--- src/rtl/led_pkg.sv ---
// Shared types and default timing for the LED job scheduler.
package led_pkg;

    localparam int KEY_W = 128;
    localparam int BLK_W = 64;

    localparam int DEF_START_CYCLES = 2;
    localparam int DEF_TIMEOUT      = 4096;
    localparam int DEF_RST_CYCLES   = 4;

    typedef enum logic [2:0] {
        IDLE,
        START,
        RUN,
        RECOVER,
        RESP
    } sched_state_e;

endpackage

--- src/rtl/led_rr_arb2.sv ---
// Two-input round-robin grant; last_grant is held by the parent.
module led_rr_arb2 (
    input  logic [1:0] valid,
    input  logic       last_grant,
    output logic [1:0] grant
);

    always_comb begin
        grant = valid;
        // On contention, favour whichever requester was not served last.
        if (valid == 2'b11) begin
            grant = last_grant ? 2'b01 : 2'b10;
        end
    end

endmodule

--- src/rtl/led_serial_sched.sv ---
// Shares one bit-serial LED core between two requesters: arbitrate, start,
// detect completion on done's rising edge, and recover a hung core by timeout.
module led_serial_sched
    import led_pkg::*;
#(
    parameter int START_CYCLES = DEF_START_CYCLES,
    parameter int TIMEOUT      = DEF_TIMEOUT,
    parameter int RST_CYCLES   = DEF_RST_CYCLES
) (
    input  logic               clk,
    input  logic               reset,
    input  logic               req0_valid,
    output logic               req0_ready,
    input  logic [KEY_W-1:0]   req0_key,
    input  logic [BLK_W-1:0]   req0_data,
    input  logic               req1_valid,
    output logic               req1_ready,
    input  logic [KEY_W-1:0]   req1_key,
    input  logic [BLK_W-1:0]   req1_data,
    output logic               rsp_valid,
    input  logic               rsp_ready,
    output logic [BLK_W-1:0]   rsp_data,
    output logic               rsp_id,
    output logic               rsp_err,
    output logic               busy,
    output logic               core_reset,
    output logic               core_start,
    output logic [KEY_W-1:0]   core_keyi,
    output logic [BLK_W-1:0]   core_datai,
    input  logic [BLK_W-1:0]   core_dataq,
    input  logic               core_done
);

    sched_state_e      state_q, state_d;
    logic [31:0]       cnt_q, cnt_d;
    logic              last_grant_q, last_grant_d;
    logic              done_q, done_d;
    logic              recover_q, recover_d;
    logic              core_start_q, core_start_d;
    logic [KEY_W-1:0]  keyi_q, keyi_d;
    logic [BLK_W-1:0]  datai_q, datai_d;
    logic              rsp_valid_q, rsp_valid_d;
    logic              rsp_err_q, rsp_err_d;
    logic              rsp_id_q, rsp_id_d;
    logic [BLK_W-1:0]  rsp_data_q, rsp_data_d;
    logic [1:0]        grant;
    logic              done_rise;

    led_rr_arb2 u_arb (
        .valid      ({req1_valid, req0_valid}),
        .last_grant (last_grant_q),
        .grant      (grant)
    );

    assign done_rise  = core_done & ~done_q;
    assign req0_ready = (state_q == IDLE) & grant[0];
    assign req1_ready = (state_q == IDLE) & grant[1];
    assign busy       = (state_q != IDLE);
    assign core_reset = reset | recover_q;
    assign core_start = core_start_q;
    assign core_keyi  = keyi_q;
    assign core_datai = datai_q;
    assign rsp_valid  = rsp_valid_q;
    assign rsp_err    = rsp_err_q;
    assign rsp_id     = rsp_id_q;
    assign rsp_data   = rsp_data_q;

    always_comb begin
        state_d      = state_q;
        cnt_d        = cnt_q;
        last_grant_d = last_grant_q;
        done_d       = core_done;
        recover_d    = recover_q;
        core_start_d = core_start_q;
        keyi_d       = keyi_q;
        datai_d      = datai_q;
        rsp_valid_d  = rsp_valid_q;
        rsp_err_d    = rsp_err_q;
        rsp_id_d     = rsp_id_q;
        rsp_data_d   = rsp_data_q;
        case (state_q)
            IDLE: begin
                if (|grant) begin
                    keyi_d       = grant[1] ? req1_key  : req0_key;
                    datai_d      = grant[1] ? req1_data : req0_data;
                    last_grant_d = grant[1];
                    rsp_id_d     = grant[1];
                    core_start_d = 1'b1;
                    cnt_d        = '0;
                    state_d      = START;
                end
            end
            START: begin
                if (cnt_q == 32'(START_CYCLES - 1)) begin
                    core_start_d = 1'b0;
                    cnt_d        = '0;
                    state_d      = RUN;
                end else begin
                    cnt_d = cnt_q + 32'd1;
                end
            end
            RUN: begin
                // A done level left over from the previous job has no rising edge here.
                if (done_rise) begin
                    rsp_data_d  = core_dataq;
                    rsp_err_d   = 1'b0;
                    rsp_valid_d = 1'b1;
                    state_d     = RESP;
                end else if (cnt_q == 32'(TIMEOUT - 1)) begin
                    recover_d = 1'b1;
                    cnt_d     = '0;
                    state_d   = RECOVER;
                end else begin
                    cnt_d = cnt_q + 32'd1;
                end
            end
            RECOVER: begin
                if (cnt_q == 32'(RST_CYCLES - 1)) begin
                    recover_d   = 1'b0;
                    cnt_d       = '0;
                    rsp_data_d  = '0;
                    rsp_err_d   = 1'b1;
                    rsp_valid_d = 1'b1;
                    state_d     = RESP;
                end else begin
                    cnt_d = cnt_q + 32'd1;
                end
            end
            RESP: begin
                if (rsp_ready) begin
                    rsp_valid_d = 1'b0;
                    state_d     = IDLE;
                end
            end
            default: state_d = IDLE;
        endcase
    end

    always_ff @(posedge clk or posedge reset) begin
        if (reset) begin
            state_q      <= IDLE;
            cnt_q        <= '0;
            last_grant_q <= 1'b1;
            done_q       <= 1'b0;
            recover_q    <= 1'b0;
            core_start_q <= 1'b0;
            keyi_q       <= '0;
            datai_q      <= '0;
            rsp_valid_q  <= 1'b0;
            rsp_err_q    <= 1'b0;
            rsp_id_q     <= 1'b0;
            rsp_data_q   <= '0;
        end else begin
            state_q      <= state_d;
            cnt_q        <= cnt_d;
            last_grant_q <= last_grant_d;
            done_q       <= done_d;
            recover_q    <= recover_d;
            core_start_q <= core_start_d;
            keyi_q       <= keyi_d;
            datai_q      <= datai_d;
            rsp_valid_q  <= rsp_valid_d;
            rsp_err_q    <= rsp_err_d;
            rsp_id_q     <= rsp_id_d;
            rsp_data_q   <= rsp_data_d;
        end
    end

endmodule

--- config.mk ---
export PLATFORM = sky130hd
export DESIGN_NAME = led_serial_sched
export DESIGN_NICKNAME = d
export VERILOG_FILES = /design/src/rtl/led_pkg.sv /design/src/rtl/led_rr_arb2.sv /design/src/rtl/led_serial_sched.sv
export SDC_FILE = /design/constraint.sdc
export NUM_CORES = 1
export LEC_CHECK = 0
export BUFFER_PORTS_ARGS = -buffer_cell sky130_fd_sc_hd__buf_2
export CORE_AREA = 2 2 277 279
export DETAILED_ROUTE_END_ITERATION = 10
export DIE_AREA = 0 0 279 281
export PLACE_DENSITY_LB_ADDON = 0.05
export SYNTH_ARGS = -nofsm -noshare
export SYNTH_HDL_FRONTEND = slang
export SYNTH_SLANG_ARGS = --single-unit
--- constraint.sdc ---
create_clock -name clk -period 16.8 [get_ports clk]
set_input_delay 0 -clock clk [delete_from_list [all_inputs] [get_ports clk]]
set_output_delay 0 -clock clk [all_outputs]
set_load 0.05 [all_outputs]
# Word-level counts from Yosys, hierarchy flattened
# Cells that the tools add are included.
# word_totals
ff_bits	298
in_bits	454
out_inout_bits	264
wordCells	81
# op_classes
add_sub_neg	1
eq_ne	16
muxes	33
bitwise_logic	5
n_reduce_logical	14
# op_table
cell	n
64-bit 2-to-1 mux	3
32-bit 2-to-1 mux	5
128-bit 2-to-1 mux	1
32-bit case mux with 4 select lines	1
64-bit case mux with 2 select lines	1
32-bit by 1-bit adder with 32-bit output (second input constant)	1
32-bit by 1-bit equality test with 1-bit output (second input constant)	1
32-bit by 12-bit equality test with 1-bit output (second input constant)	1
32-bit by 2-bit equality test with 1-bit output (second input constant)	1
3-bit 2-to-1 mux	6
3-bit case mux with 5 select lines	1
2-bit != test (second input constant)	6
1-bit 2-to-1 mux	9
3-bit AND reduction	3
4-bit AND reduction	2
3-bit by 2-bit equality test with 1-bit output (second input constant)	2
1-bit case mux with 2 select lines	3
3-bit nonzero test	2
5-bit AND reduction	1
2-bit 2-to-1 mux	2
2-bit nonzero test	2
4-bit nonzero test	1
1-bit bitwise AND	3
3-bit by 1-bit equality test with 1-bit output (second input constant)	1
10 further kinds	10

# Logic depth before layout (Yosys ltp)
# Gate-level depths: netlist of the first run.
# logic_depth
ltp_word	5
mapped_depth	8

# By module
# Synthesis of the first run repeated with hierarchy kept, for this count alone.
# unflattened
hier_cells	1427
hier_area_um2	13917.1
# by_module_without_submodules
module	n_inst	cells_each	area_per_inst_um2	seq_area_each_um2
led_serial_sched	1	1424	13898.3	7458.4
led_rr_arb2	1	3	18.8	0.0

# Worst setup path after synthesis of the first run
# No wires, ideal clock.
# synth_path
path_kind	register to register
startpoint	register cnt_q[7]
endpoint	register rsp_data_q[0] (netlist: rsp_data[0])
t_arrival_ns	2.101
t_required_ns	16.679
slack_ns	14.578
stages_incl_launch_ff	8
path_buffers	2
synth_period_minus_slack_ns	2.222
cell_sequence	dfrtp_1 > or4_4 > o41ai_4 > nand3_1 > o21bai_1 > buf_6 > buf_2 > a22o_1
# synth_via
elab_chain_len	3
# synth_rtl
item	line	rtl
start, declared	led_serial_sched.sv:35	logic [31:0] cnt_q, cnt_d;
start signal, assigned	led_serial_sched.sv:155	cnt_q <= cnt_d;
32-bit by 2-bit equality test with 1-bit output	led_serial_sched.sv:118	if (cnt_q == 32'(RST_CYCLES - 1)) begin
2-bit != test (no line)	n/a	
3-bit AND reduction (no line)	n/a	
end signal, assigned	led_serial_sched.sv:165	rsp_data_q <= rsp_data_d;
end, declared	led_serial_sched.sv:45	logic [BLK_W-1:0] rsp_data_q, rsp_data_d;
# Every way passes these cells.
# A chain may end at the register's enable or synchronous reset.

# Worst setup path after layout of the first run
# layout_path
startpoint	register last_grant_q
endpoint	register keyi_q[32] (netlist: core_keyi[32])
# layout_via
elab_chain_len	4
word_cells_on_any_way	5
cone_classes	3 x mux; 2 x reduce/logical
# layout_rtl
item	line	rtl
start, declared	led_serial_sched.sv:36	logic last_grant_q, last_grant_d;
start signal, assigned	led_serial_sched.sv:156	last_grant_q <= last_grant_d;
2-bit 2-to-1 mux *	led_rr_arb2.sv:12	grant = last_grant ? 2'b01 : 2'b10;
2-bit 2-to-1 mux *	led_rr_arb2.sv:11	if (valid == 2'b11) begin
2-bit OR reduction	led_serial_sched.sv:83	if (|grant) begin
2-bit AND reduction (no line)	n/a	
end signal, assigned	led_serial_sched.sv:160	keyi_q <= keyi_d;
end, declared	led_serial_sched.sv:40	logic [KEY_W-1:0] keyi_q, keyi_d;
# Every way passes the cells marked *; elsewhere a longest branch is shown, timed or not.

==> summary.txt, run 1 <==
Place
  – Count of buffers inserted at the top-level ports: between 700 and 800
  – Final estimated routing congestion in global placement: 0.780
  – Placed wire-length estimate: 45,100 um

Worst setup path
  – Timing endpoint of the critical path: core_keyi[32]
  – Count of buffering cells on the critical path with inverters included: 3
  – Kind of end point of the critical path: register
  – Cell-by-cell trace of the critical path: a21oi_4, buf_4, buf_4, mux2i_1, dlygate4sd3_1, o21ai_0
  – Kind of cell with the highest combined delay on the critical path: buffers and inverters
  – Count of cells along the worst register-to-register path: 6
  – Critical Path Fanout Max: 53
  – Kind of start point of the critical path: register
  – Critical path type: register to register
  – Destination of the worst register-to-register timing path: core_keyi[32]
  – Largest incremental delay on the critical path: between 800 and 900 ps
  – Startpoint of the lowest-slack register-to-register path: last_grant_q
  – Internal reg-to-reg setup slack: roughly 13,000 ps
  – Slowest library cell on the worst path: sky130_fd_sc_hd__buf_4
  – Logic depth of the worst setup path including buffers: 6
  – Signal arrival time at the worst endpoint: about 4300 ps
  – Most frequent cell on the critical path: sky130_fd_sc_hd__buf_4
  – Worst setup path start: last_grant_q
  – CP Data Required Time: 17,190 ps

Yosys
  – Number of enable-type register cells in the synthesized netlist: 0
  – Portion of synthesized cell area occupied by the leading cell type: between 50% and 60%
  – Largest area contributor in the netlist: sky130_fd_sc_hd__dfrtp_1
  – Cell with the most instances after synthesis: sky130_fd_sc_hd__dfrtp_1
  – Number of synthesized register bits: slightly below 300
  – Async set or reset register ratio after synthesis: 100%
  – Biggest area contributors in the synthesized netlist: sky130_fd_sc_hd__dfrtp_1, sky130_fd_sc_hd__mux2i_1, sky130_fd_sc_hd__o21ai_0, sky130_fd_sc_hd__nand2_1, sky130_fd_sc_hd__a22o_1
  – Synthesized area divided by synthesized cell count: around 11 um2
  – Cell area after synthesis: 0.0135 mm2
  – Post-synthesis cell count: roughly 1.3k
  – Synthesized net count: between 1.5k and 2k
  – Portion of the post-synthesis area used by sequential elements: between 50% and 60%
  – Commonest cells post-synth: sky130_fd_sc_hd__dfrtp_1, sky130_fd_sc_hd__nand2_1, sky130_fd_sc_hd__o21ai_0
  – Unique cell type count in the Yosys netlist: between 50 and 60
  – Main synth FF type: sky130_fd_sc_hd__dfrtp_1
  – Warnings from Yosys: 0

Min path
  – Startpoint of the most critical hold path: req1_valid
  – Hold Path Class: input port to register

Status
  – Status: finished clean

Drt
  – Routed length per instance: between 15 and 20 um
  – Remaining routing DRC violations: 0
  – Violation count after the first detailed-route iteration: 617
  – Total via count after detailed routing: 13.9k
  – First-pass iteration count of the detailed router: 5
  – Antenna-violating nets left: 0
  – Total detailed-routing wirelength: 61,700 um
  – Drt via density: 4.09

Timing
  – Headroom to the max-slew limit: between 30 and 40%
  – Layout Skew: 25.6 ps
  – Number of endpoints failing setup at the final stage: 0
  – Unrepaired setup endpoints after global routing: false
  – Worst Tran Pin Value: 1020 ps
  – Setup TNS: 0 ps
  – Share of the cycle needed by the critical path after routing: a little under a quarter
  – Fmax: ~260 MHz
  – Crit path time final: just under 4000 ps
  – Final Hold Vio Count: 0
  – Max Transition Viols Final: 0

Floorplanning
  – Effective utilization at floorplan: roughly 18%
  – Number of placed I/O pins: 718
  – Row count: roughly 100
  – Overall die height: approximately 280 um
  – Floorplan core area: approximately 0.075 mm2
  – Die area: around 0.08 mm2
  – Horizontal die dimension: 279 um

Power and ir drop
  – Sum of internal, switching and leakage power: roughly 2100 uW
  – Leakage: 0.0121 uW
  – Largest voltage drop on the vdd net: 0.0603 mV
  – Total power divided by cell area: approximately 86 mW/mm2

CTS
  – Maximum number of buffers from clock root to sink: 3
  – Root buffer cell: sky130_fd_sc_hd__clkbuf_16
  – Clk sink count: around 300
  – Clock transition at the registers of the reported paths: approximately 50 ps
  – Clock network latency to the later pin of the worst-skew pair: approximately 570 ps
  – Resize count post-CTS: 0
  – CTS buffer count: between 40 and 50
  – TritonCTS clock tree: built
  – Maximum level of the CTS H-tree: 2

Cells and area
  – Share of final-layout standard cells stronger than drive strength 1: ~34%
  – Net count, final: 2,852
  – Final standard cell utilization of the core: 31.7%
  – Count of fill cells added during filler insertion: 7,981
  – P&R area growth vs syn: 77.8%

Global route
  – First-pass GRT wire length: slightly above 90,000 um
  – Largest net degree at the start of global routing: ~180
  – Via count of the first global-routing pass: around 15k
  – GRT overflow: 0
  – Number of antenna violations at the first check in global routing: 7
  – Global-route total usage across every layer: about 15%

Job
  – MaxCap Viol Count: 0
-- worst min-delay path by stage --
stage                 endpoint  slack, ps  cells after the start
CTS                 core_start         30                      4
detailed placement      done_q        140                      1
finish              core_start          3                      4
floorplan               done_q         30                      0
global placement        done_q        140                      1
global route        core_start         40                      4
-- metal layers --
metal | track usage [%] | wire length, um
met5 | 0 | 0
met4 | 4.01 | 1430
met3 | 4.00 | 4020
met2 | 28.0 | 32200
met1 | 17.3 | 24100
-- placed cells by master, fill, tap and decap left out, drive strengths merged, types with 3 or more instances in the layout --
| master | Yosys | routed |
|---|---|---|
| buf | 15 | 733 |
| dlygate4sd3 | 0 | 451 |
| dfrtp | 297 | 297 |
| nand2 | 225 | 225 |
| o21ai | 207 | 207 |
| mux2i | 194 | 194 |
| a22o | 64 | 64 |
| clkbuf | 73 | 59 |
| nand4 | 16 | 16 |
| nand3 | 15 | 15 |
| o221ai | 15 | 15 |
| nor2 | 14 | 14 |
| o31ai | 13 | 13 |
| inv | 11 | 12 |
| nor4 | 10 | 10 |
| nor3 | 9 | 9 |
| clkinv | 0 | 9 |
| or2 | 5 | 5 |
| and3 | 5 | 5 |
| nor2b | 4 | 4 |
| a31oi | 4 | 4 |
| xor2 | 4 | 4 |
| o41ai | 4 | 4 |
| a21oi | 4 | 4 |
| and2 | 3 | 3 |
| a21o | 3 | 3 |
| and4 | 3 | 3 |
| o211ai | 3 | 3 |
| o22ai | 3 | 3 |
-- registers in the layout, summed over array words and instances, names as in the netlist --
name	count
core_keyi	128
core_datai	64
rsp_data	64
cnt_q	32
state_q	3
core_start	1
done_q	1
last_grant_q	1
recover_q	1
rsp_err	1
rsp_id	1
rsp_valid	1
-- timing repair --
item,4_1_cts,5_1_grt
setup buffers,0,0
endpoints found under the hold margin,360,0
hold buffers,451,0
setup endpoints to repair,0,0
-- cell type report --
type	instances	area (um2)	area share, %
repair buffers	1184	8240	34.4
well taps	978	1220	5.11
diodes	2	5.00	0.0209
flip-flops and latches	298	7460	31.2
clock buffers	59	1170	4.91
multi-input cells	860	5630	23.5
clock inverters	14	151	0.633
inverters	11	48.8	0.204
-- cell families (layout without fill, tap and decap cells) --
logic type / after synthesis / after routing / share of synthesized area (%)
buffers and inverters: 99 / 1268 / 3.07
AND/OR/NAND/NOR: 320 / 320 / 10.4
multiplexers: 194 / 194 / 14.4
AO/OA/AOI/OAI: 340 / 340 / 16.2
other: 0 / 2 / 0
adder cells (fa/ha/maj): 2 / 2 / 0.186
XOR/XNOR: 4 / 4 / 0.260
flip-flops: 298 / 298 / 55.4
-- metrics by stage --
step | hold WS, ps | setup WS [ps] | cells | cell area [um2]
6_report | 3.12 | 12950 | 3406 | 23900
5_1_grt | 38.2 | 12740 | 3404 | 23900
4_1_cts | 27.3 | 12960 | 3404 | 23900
3_5_place_dp | 143 | 13300 | 2880 | 18100
3_3_place_gp | 138 | 13380 | 2880 | 18100
2_1_floorplan | 31.4 | 8570 | 1257 | 13500
-- where the power goes --
part	internal [uW]	switching, uW	leakage [uW]
clock network	517	353	0.000649
registers	750	28.8	0.00401
logic	192	212	0.00747
-- tightest hold or removal path, cell delays in order --
cell and delay [ps]:
sky130_fd_sc_hd__buf_2 130, sky130_fd_sc_hd__o21ai_4 70, sky130_fd_sc_hd__buf_12 200, sky130_fd_sc_hd__nand2_1 110
(Power assumes the default switching activity.)
==> run 2, diff against run 1 <==
Settings changed: CORE_AREA 2 2 277 279 to 2 2 281 283, DIE_AREA 0 0 279 281 to 0 0 283 285.
Clock period 16.8 ns to 3.8 ns, I/O delays scaled along.
==> run 2 against run 1 <==
Compared with the run above: critical path depth is the same; non-clock buffer count grew 22; setup slack got worse by 12000 ps; routed wire length decreased by 4.1%; highest routed layer unchanged.
==> summary.txt, run 2 (synthesis gave the netlist of run 1 again) <==
Floorplanning
  – Floorplan core area: 0.0780 mm2 (was 0.0754 mm2)
  – Effective utilization at floorplan: 17.3% (was 17.8%)
  – Number of placed I/O pins: 718 (unchanged)
  – Horizontal die dimension: 283 um (was 279 um)
  – Die area: 0.0807 mm2 (was 0.0784 mm2)
  – Overall die height: 285 um (was 281 um)
  – Row count: 103 (was 101)

Drt
  – Remaining routing DRC violations: 0 (unchanged)
  – Routed length per instance: 17.0 um (was 18.1 um)
  – First-pass iteration count of the detailed router: 4 (was 5)
  – Total detailed-routing wirelength: 59,200 um (was 61,700 um)
  – Drt via density: 4.01 (was 4.09)
  – Total via count after detailed routing: 14.0k (was 13.9k)
  – Violation count after the first detailed-route iteration: 452 (was 617)
  – Antenna-violating nets left: 0 (unchanged)

Power and ir drop
  – Total power divided by cell area: 374 mW/mm2 (was 85.8 mW/mm2)
  – Largest voltage drop on the vdd net: 0.235 mV (was 0.0603 mV)
  – Leakage: 0.0123 uW (was 0.0121 uW)
  – Sum of internal, switching and leakage power: 9070 uW (was 2050 uW)

Cells and area
  – Count of fill cells added during filler insertion: 8,245 (was 7,981)
  – Leading cell type in the layout, fill and taps excluded: sky130_fd_sc_hd__buf_2 (unchanged)
  – Share of final-layout standard cells stronger than drive strength 1: 34.0% (was 33.6%)
  – Sequential standard cell area: 0.00746 mm2 (unchanged)
  – Layout Cells excl Fill: 3,494 (was 3,406)
  – Area of the multi-input gates: 0.00563 mm2 (unchanged)
  – P&R area growth vs syn: 80.2% (was 77.8%)
  – Most used cells in the layout excluding fill and tap cells: sky130_fd_sc_hd__buf_2, sky130_fd_sc_hd__dlygate4sd3_1, sky130_fd_sc_hd__dfrtp_1 (unchanged)
  – Net count, final: 2,874 (was 2,852)
  – Number of flip-flops under the largest register name: 128 (unchanged)

Worst setup path
  – Largest incremental delay on the critical path: 790 ps (was 820 ps)
  – Critical path type: register to register (unchanged)
  – Count of cells along the worst register-to-register path: 6 (unchanged)
  – Logic depth of the worst setup path including buffers: 6 (unchanged)
  – Startpoint of the lowest-slack register-to-register path: state_q[1] (was last_grant_q)
  – Cell-by-cell trace of the critical path: nor3_1, o21ai_4, buf_12, buf_4, nand2_1, o21ai_0 (was a21oi_4, buf_4, buf_4, mux2i_1, dlygate4sd3_1, o21ai_0)
  – Critical Path Fanout Max: 94 (was 53)
  – Kind of cell with the highest combined delay on the critical path: simple AND/OR/NAND/NOR gates (was buffers and inverters)
  – Count of buffering cells on the critical path with inverters included: 2 (was 3)
  – Kind of start point of the critical path: register (unchanged)
  – Worst setup path start: state_q[1] (was last_grant_q)
  – Kind of end point of the critical path: register (unchanged)
  – CP Data Required Time: 4200 ps (was 17,190 ps)
  – Slowest library cell on the worst path: sky130_fd_sc_hd__nor3_1 (was sky130_fd_sc_hd__buf_4)
  – Signal arrival time at the worst endpoint: 3200 ps (was 4250 ps)

CTS
  – Resize count post-CTS: 0 (unchanged)
  – Root buffer cell: sky130_fd_sc_hd__clkbuf_16 (unchanged)
  – Maximum number of buffers from clock root to sink: 3 (unchanged)
  – Maximum level of the CTS H-tree: 2 (unchanged)
  – Clock transition at the registers of the reported paths: 50 ps (about the same)
  – Post CTS Setup Buffer Count: 0 (unchanged)
  – Clk sink count: 298 (unchanged)
  – TritonCTS clock tree: built (unchanged)
  – CTS buffer count: 41 (unchanged)
  – Clock network latency to the later pin of the worst-skew pair: 560 ps (was 570 ps)

Min path
  – Worst Hold Depth: 4 (unchanged)
  – Startpoint of the most critical hold path: req1_valid (unchanged)
  – Hold Path Class: input port to register (unchanged)

Place
  – Final estimated routing congestion in global placement: 0.787 (was 0.780)
  – Count of buffers inserted at the top-level ports: 717 (unchanged)
  – Placed wire-length estimate: 44,200 um (was 45,100 um)
  – Placed insts: 2,974 (was 2,880)

Global route
  – GRT overflow: 0 (unchanged)
  – Number of antenna violations at the first check in global routing: 1 (was 7)
  – First-pass GRT wire length: 90,000 um (was 91,400 um)
  – Via count of the first global-routing pass: 15.1k (was 14.7k)
  – Global-route total usage across every layer: 14.3% (was 15.2%)
  – Largest net degree at the start of global routing: 136 (was 182)

Timing
  – Number of endpoints failing setup at the final stage: 0 (unchanged)
  – Fmax: 357 MHz (was 259 MHz)
  – Max Transition Viols Final: 0 (unchanged)
  – Layout Skew: 29.7 ps (was 25.6 ps)
  – Headroom to the max-slew limit: 36.9% (was 32.1%)
  – Setup TNS: 0 ps (unchanged)
  – Crit path time final: 2800 ps (was 3850 ps)
  – Final Hold Vio Count: 0 (unchanged)
  – Unrepaired setup endpoints after global routing: false (unchanged)
  – Worst Tran Pin Value: 939 ps (was 1020 ps)
  – Share of the cycle needed by the critical path after routing: 73.7% (was 22.9%)

Status
  – Status: finished clean (unchanged)

Job
  – MaxCap Viol Count: 0 (unchanged)
run 2: cell types whose count changed in the layout (fill, tap and decap cells not counted), moves of 2 or more:
cell | previous run | this run
sky130_fd_sc_hd__buf_12 | 1 | 9
sky130_fd_sc_hd__buf_4 | 15 | 29
sky130_fd_sc_hd__clkbuf_1 | 10 | 12
sky130_fd_sc_hd__clkbuf_8 | 8 | 5
sky130_fd_sc_hd__clkinv_2 | 7 | 4
run 2: layout make-up:
cell class / instances / area share (%)
diodes: 1 / 0.0103
clock buffers: 59 / 4.80
clock inverters: 9 / 0.552
inverters: 11 / 0.186
multi-input cells: 860 / 23.2
flip-flops and latches: 298 / 30.8
well taps: 1050 / 5.42
repair buffers: 1206 / 35.1
run 2: worst paths after layout:
| path | end | slack [ps] |
|---|---|---|
| setup / recovery | core_keyi[6] | 1000 |
| hold / removal | core_keyi[95] | 90 |
| setup reg to reg | core_keyi[6] | 1000 |
| hold reg to reg | core_datai[16] | 470 |
| max in group asynchronous | cnt_q[15] | 2570 |
| min in group asynchronous | rsp_data[6] | 220 |
run 2: per-stage QoR:
stage	hold slack (ps)	worst slack [ps]	util [%]	instance area, um2
floorplan	31.4	-158	-	13500
global placement	137	1080	23.6	18400
detailed placement	138	1020	23.6	18400
CTS	46.7	989	31.1	24200
global route	135	742	31.1	24200
finish	88.0	1000	31.1	24200
run 2: power by group:
group / switching, uW / leakage [uW] / total (uW) / internal [uW]
registers: 128 / 0.00401 / 3440 / 3320
clock network: 1500 / 0.000633 / 3820 / 2320
logic: 941 / 0.00760 / 1810 / 867
run 2: routing by layer:
metal	track usage [%]	vias up	wire length, um
met3	3.86	82	3700
met5	0	-	0
li1	-	6868	-
met1	16.3	6627	23500
met4	4.69	0	1750
met2	25.8	421	30300
run 2: timing repair:
item,4_1_cts,5_1_grt
endpoints found under the hold margin,288,0
endpoints found under the setup margin,0,0
hold buffers,451,0
run 2: worst min-delay path, delay by kind of cell:
kind            cells  cell delay, ps
compound gates      2             300
buf+inv             1             140
simple gates        1             140
==> run 3, diff against run 2 <==
Clock period 3.8 ns to 2.85 ns, I/O delays scaled along.
==> run 3 against run 2 <==
Compared with the run above: first-iteration DRC count down 11%; combinational power up 34%; clock power up 38%; sequential power up 33%; largest power group unchanged; core utilization up 0.43 points; count of clock-buffer cells in the layout up 6; clock skew down 11 ps; setup slack worse by 820 ps; global-route usage down 0.069 points.
==> summary.txt, run 3 (synthesis gave the netlist of run 1 again) <==
Timing
  – Headroom to the max-slew limit: 37.8% (was 36.9%)
  – Setup TNS: 0 ps (unchanged)
  – Fmax: 375 MHz (was 357 MHz)
  – Final Hold Vio Count: 0 (unchanged)
  – Layout Skew: 19.0 ps (was 29.7 ps)
  – Share of the cycle needed by the critical path after routing: 93.5% (was 73.7%)
  – Max Transition Viols Final: 0 (unchanged)
  – Number of endpoints failing setup at the final stage: 0 (unchanged)
  – Worst Tran Pin Value: 931 ps (was 939 ps)
  – Crit path time final: 2660 ps (was 2800 ps)
  – Unrepaired setup endpoints after global routing: false (unchanged)

Floorplanning
  – Die area: 0.0807 mm2 (unchanged)
  – Floorplan core area: 0.0780 mm2 (unchanged)
  – Horizontal die dimension: 283 um (unchanged)
  – Row count: 103 (unchanged)
  – Overall die height: 285 um (unchanged)
  – Number of placed I/O pins: 718 (unchanged)
  – Effective utilization at floorplan: 17.3% (unchanged)

Drt
  – Total via count after detailed routing: 14.1k (was 14.0k)
  – Antenna-violating nets left: 0 (unchanged)
  – Total detailed-routing wirelength: 58,800 um (was 59,200 um)
  – Drt via density: 3.99 (was 4.01)
  – Remaining routing DRC violations: 0 (unchanged)
  – First-pass iteration count of the detailed router: 4 (unchanged)
  – Routed length per instance: 16.7 um (was 17.0 um)
  – Violation count after the first detailed-route iteration: 403 (was 452)

Min path
  – Hold Path Class: input port to register (unchanged)
  – Startpoint of the most critical hold path: req1_valid (unchanged)

CTS
  – Root buffer cell: sky130_fd_sc_hd__clkbuf_16 (unchanged)
  – Clock transition at the registers of the reported paths: 50 ps (about the same)
  – Clock network latency to the later pin of the worst-skew pair: 570 ps (was 560 ps)
  – Maximum number of buffers from clock root to sink: 3 (unchanged)
  – CTS buffer count: 43 (was 41)
  – Post CTS Setup Buffer Count: 0 (unchanged)
  – Count of hold buffers inserted by post-cts repair: 458 (was 451)
  – Maximum level of the CTS H-tree: 2 (unchanged)
  – Resize count post-CTS: 0 (unchanged)
  – Clk sink count: 298 (unchanged)
  – TritonCTS clock tree: built (unchanged)

Worst setup path
  – Startpoint of the lowest-slack register-to-register path: last_grant_q (was state_q[1])
  – Signal arrival time at the worst endpoint: 3100 ps (was 3200 ps)
  – Worst setup path start: last_grant_q (was state_q[1])
  – Kind of start point of the critical path: register (unchanged)
  – Critical Path Fanout Max: 50 (was 94)
  – Kind of end point of the critical path: register (unchanged)
  – Critical path type: register to register (unchanged)
  – CP Data Required Time: 3290 ps (was 4200 ps)

Place
  – Final estimated routing congestion in global placement: 0.772 (was 0.787)
  – Count of buffers inserted at the top-level ports: 717 (unchanged)
  – Placed wire-length estimate: 44,200 um (about the same)
  – Total cell area at the placement stage: 0.0186 mm2 (was 0.0184 mm2)

Global route
  – Global-route total usage across every layer: 14.2% (was 14.3%)
  – First-pass GRT wire length: 89,600 um (was 90,000 um)
  – GRT overflow: 0 (unchanged)
  – Number of antenna violations at the first check in global routing: 4 (was 1)
  – Largest net degree at the start of global routing: 127 (was 136)
  – Via count of the first global-routing pass: 15.2k (was 15.1k)

Cells and area
  – Number of flip-flops under the largest register name: 128 (unchanged)
  – Count of fill cells added during filler insertion: 8,273 (was 8,245)
  – Share of final-layout standard cells stronger than drive strength 1: 34.6% (was 34.0%)
  – Leading cell type in the layout, fill and taps excluded: sky130_fd_sc_hd__buf_2 (unchanged)
  – P&R area growth vs syn: 82.7% (was 80.2%)
  – Net count, final: 2,897 (was 2,874)
  – Cell area after layout: 0.0246 mm2 (was 0.0242 mm2)
  – Most used cells in the layout excluding fill and tap cells: sky130_fd_sc_hd__buf_2, sky130_fd_sc_hd__dlygate4sd3_1, sky130_fd_sc_hd__dfrtp_1 (unchanged)

Power and ir drop
  – Largest voltage drop on the vdd net: 0.340 mV (was 0.235 mV)
  – Leakage: 0.0125 uW (was 0.0123 uW)
  – Total power divided by cell area: 499 mW/mm2 (was 374 mW/mm2)

Status
  – Status: finished clean (unchanged)

Job
  – MaxCap Viol Count: 0 (unchanged)
run 3: cell count changes in the layout (fill, tap and decap cells not counted), sizes merged:
cell | before | now
clkinv | 5 | 8
dlygate4sd3 | 451 | 458
diode | 1 | 2
bufinv | 3 | 1
buf | 755 | 769
clkbuf | 59 | 65
inv | 10 | 11
run 3: layout make-up:
type	count	area [um2]	share of cell area (%)
multi-input cells	860	5630	22.9
inverters	11	45.0	0.183
clock inverters	11	97.6	0.397
well taps	1050	1310	5.34
clock buffers	65	1300	5.29
repair buffers	1227	8740	35.5
flip-flops and latches	298	7460	30.3
diodes	2	5.00	0.0204
run 3: path summary, 6_finish.rpt:
kind | to | slack [ps] | cells past startpoint
worst max-delay path | core_datai[24] | 190 | 6
worst min-delay path | core_start | 110 | 4
worst max register to register | core_datai[24] | 190 | 6
worst min register to register | core_keyi[45] | 470 | 2
max in group asynchronous | rsp_data[49] | 1790 | 4
min in group asynchronous | state_q[2] | 220 | 3
run 3: per-layer routing:
layer | part of all wire (%) | vias to the layer above | GRT usage (%)
met4 | 3.5 | 2 | 5.25
met5 | 0.022 | - | 0
met3 | 6.8 | 104 | 4.19
met1 | 39 | 6610 | 15.7
met2 | 51 | 431 | 25.8
li1 | - | 6923 | -
run 3: worst max-delay path, cell delays in order, from the launching register on:
cell and delay, ps:
sky130_fd_sc_hd__dfstp_2 380, sky130_fd_sc_hd__a21oi_4 240, sky130_fd_sc_hd__buf_12 290, sky130_fd_sc_hd__mux2i_1 280
sky130_fd_sc_hd__dlygate4sd3_1 590, sky130_fd_sc_hd__o21ai_0 70, sky130_fd_sc_hd__dlygate4sd3_1 580
run 3: power breakdown:
group / total, uW / leakage [uW] / internal (uW) / switching, uW
clock network: 5260 / 0.000692 / 3220 / 2040
registers: 4590 / 0.00401 / 4420 / 168
logic: 2420 / 0.00775 / 1170 / 1250
total: 12300 / 0.0125 / 8820 / 3460
run 3: stage by stage:
stage	util [%]	setup slack (ps)	total power [uW]	hold WS, ps	std cells
after global placement	23.9	203	6540	139	2988
after CTS	31.5	138	12600	108	3522
after detailed placement	23.9	258	6540	141	2988
after global routing	31.5	52.0	13000	142	3524
after floorplan	-	-1110	5720	31.4	1257
final	31.5	185	12300	107	3524
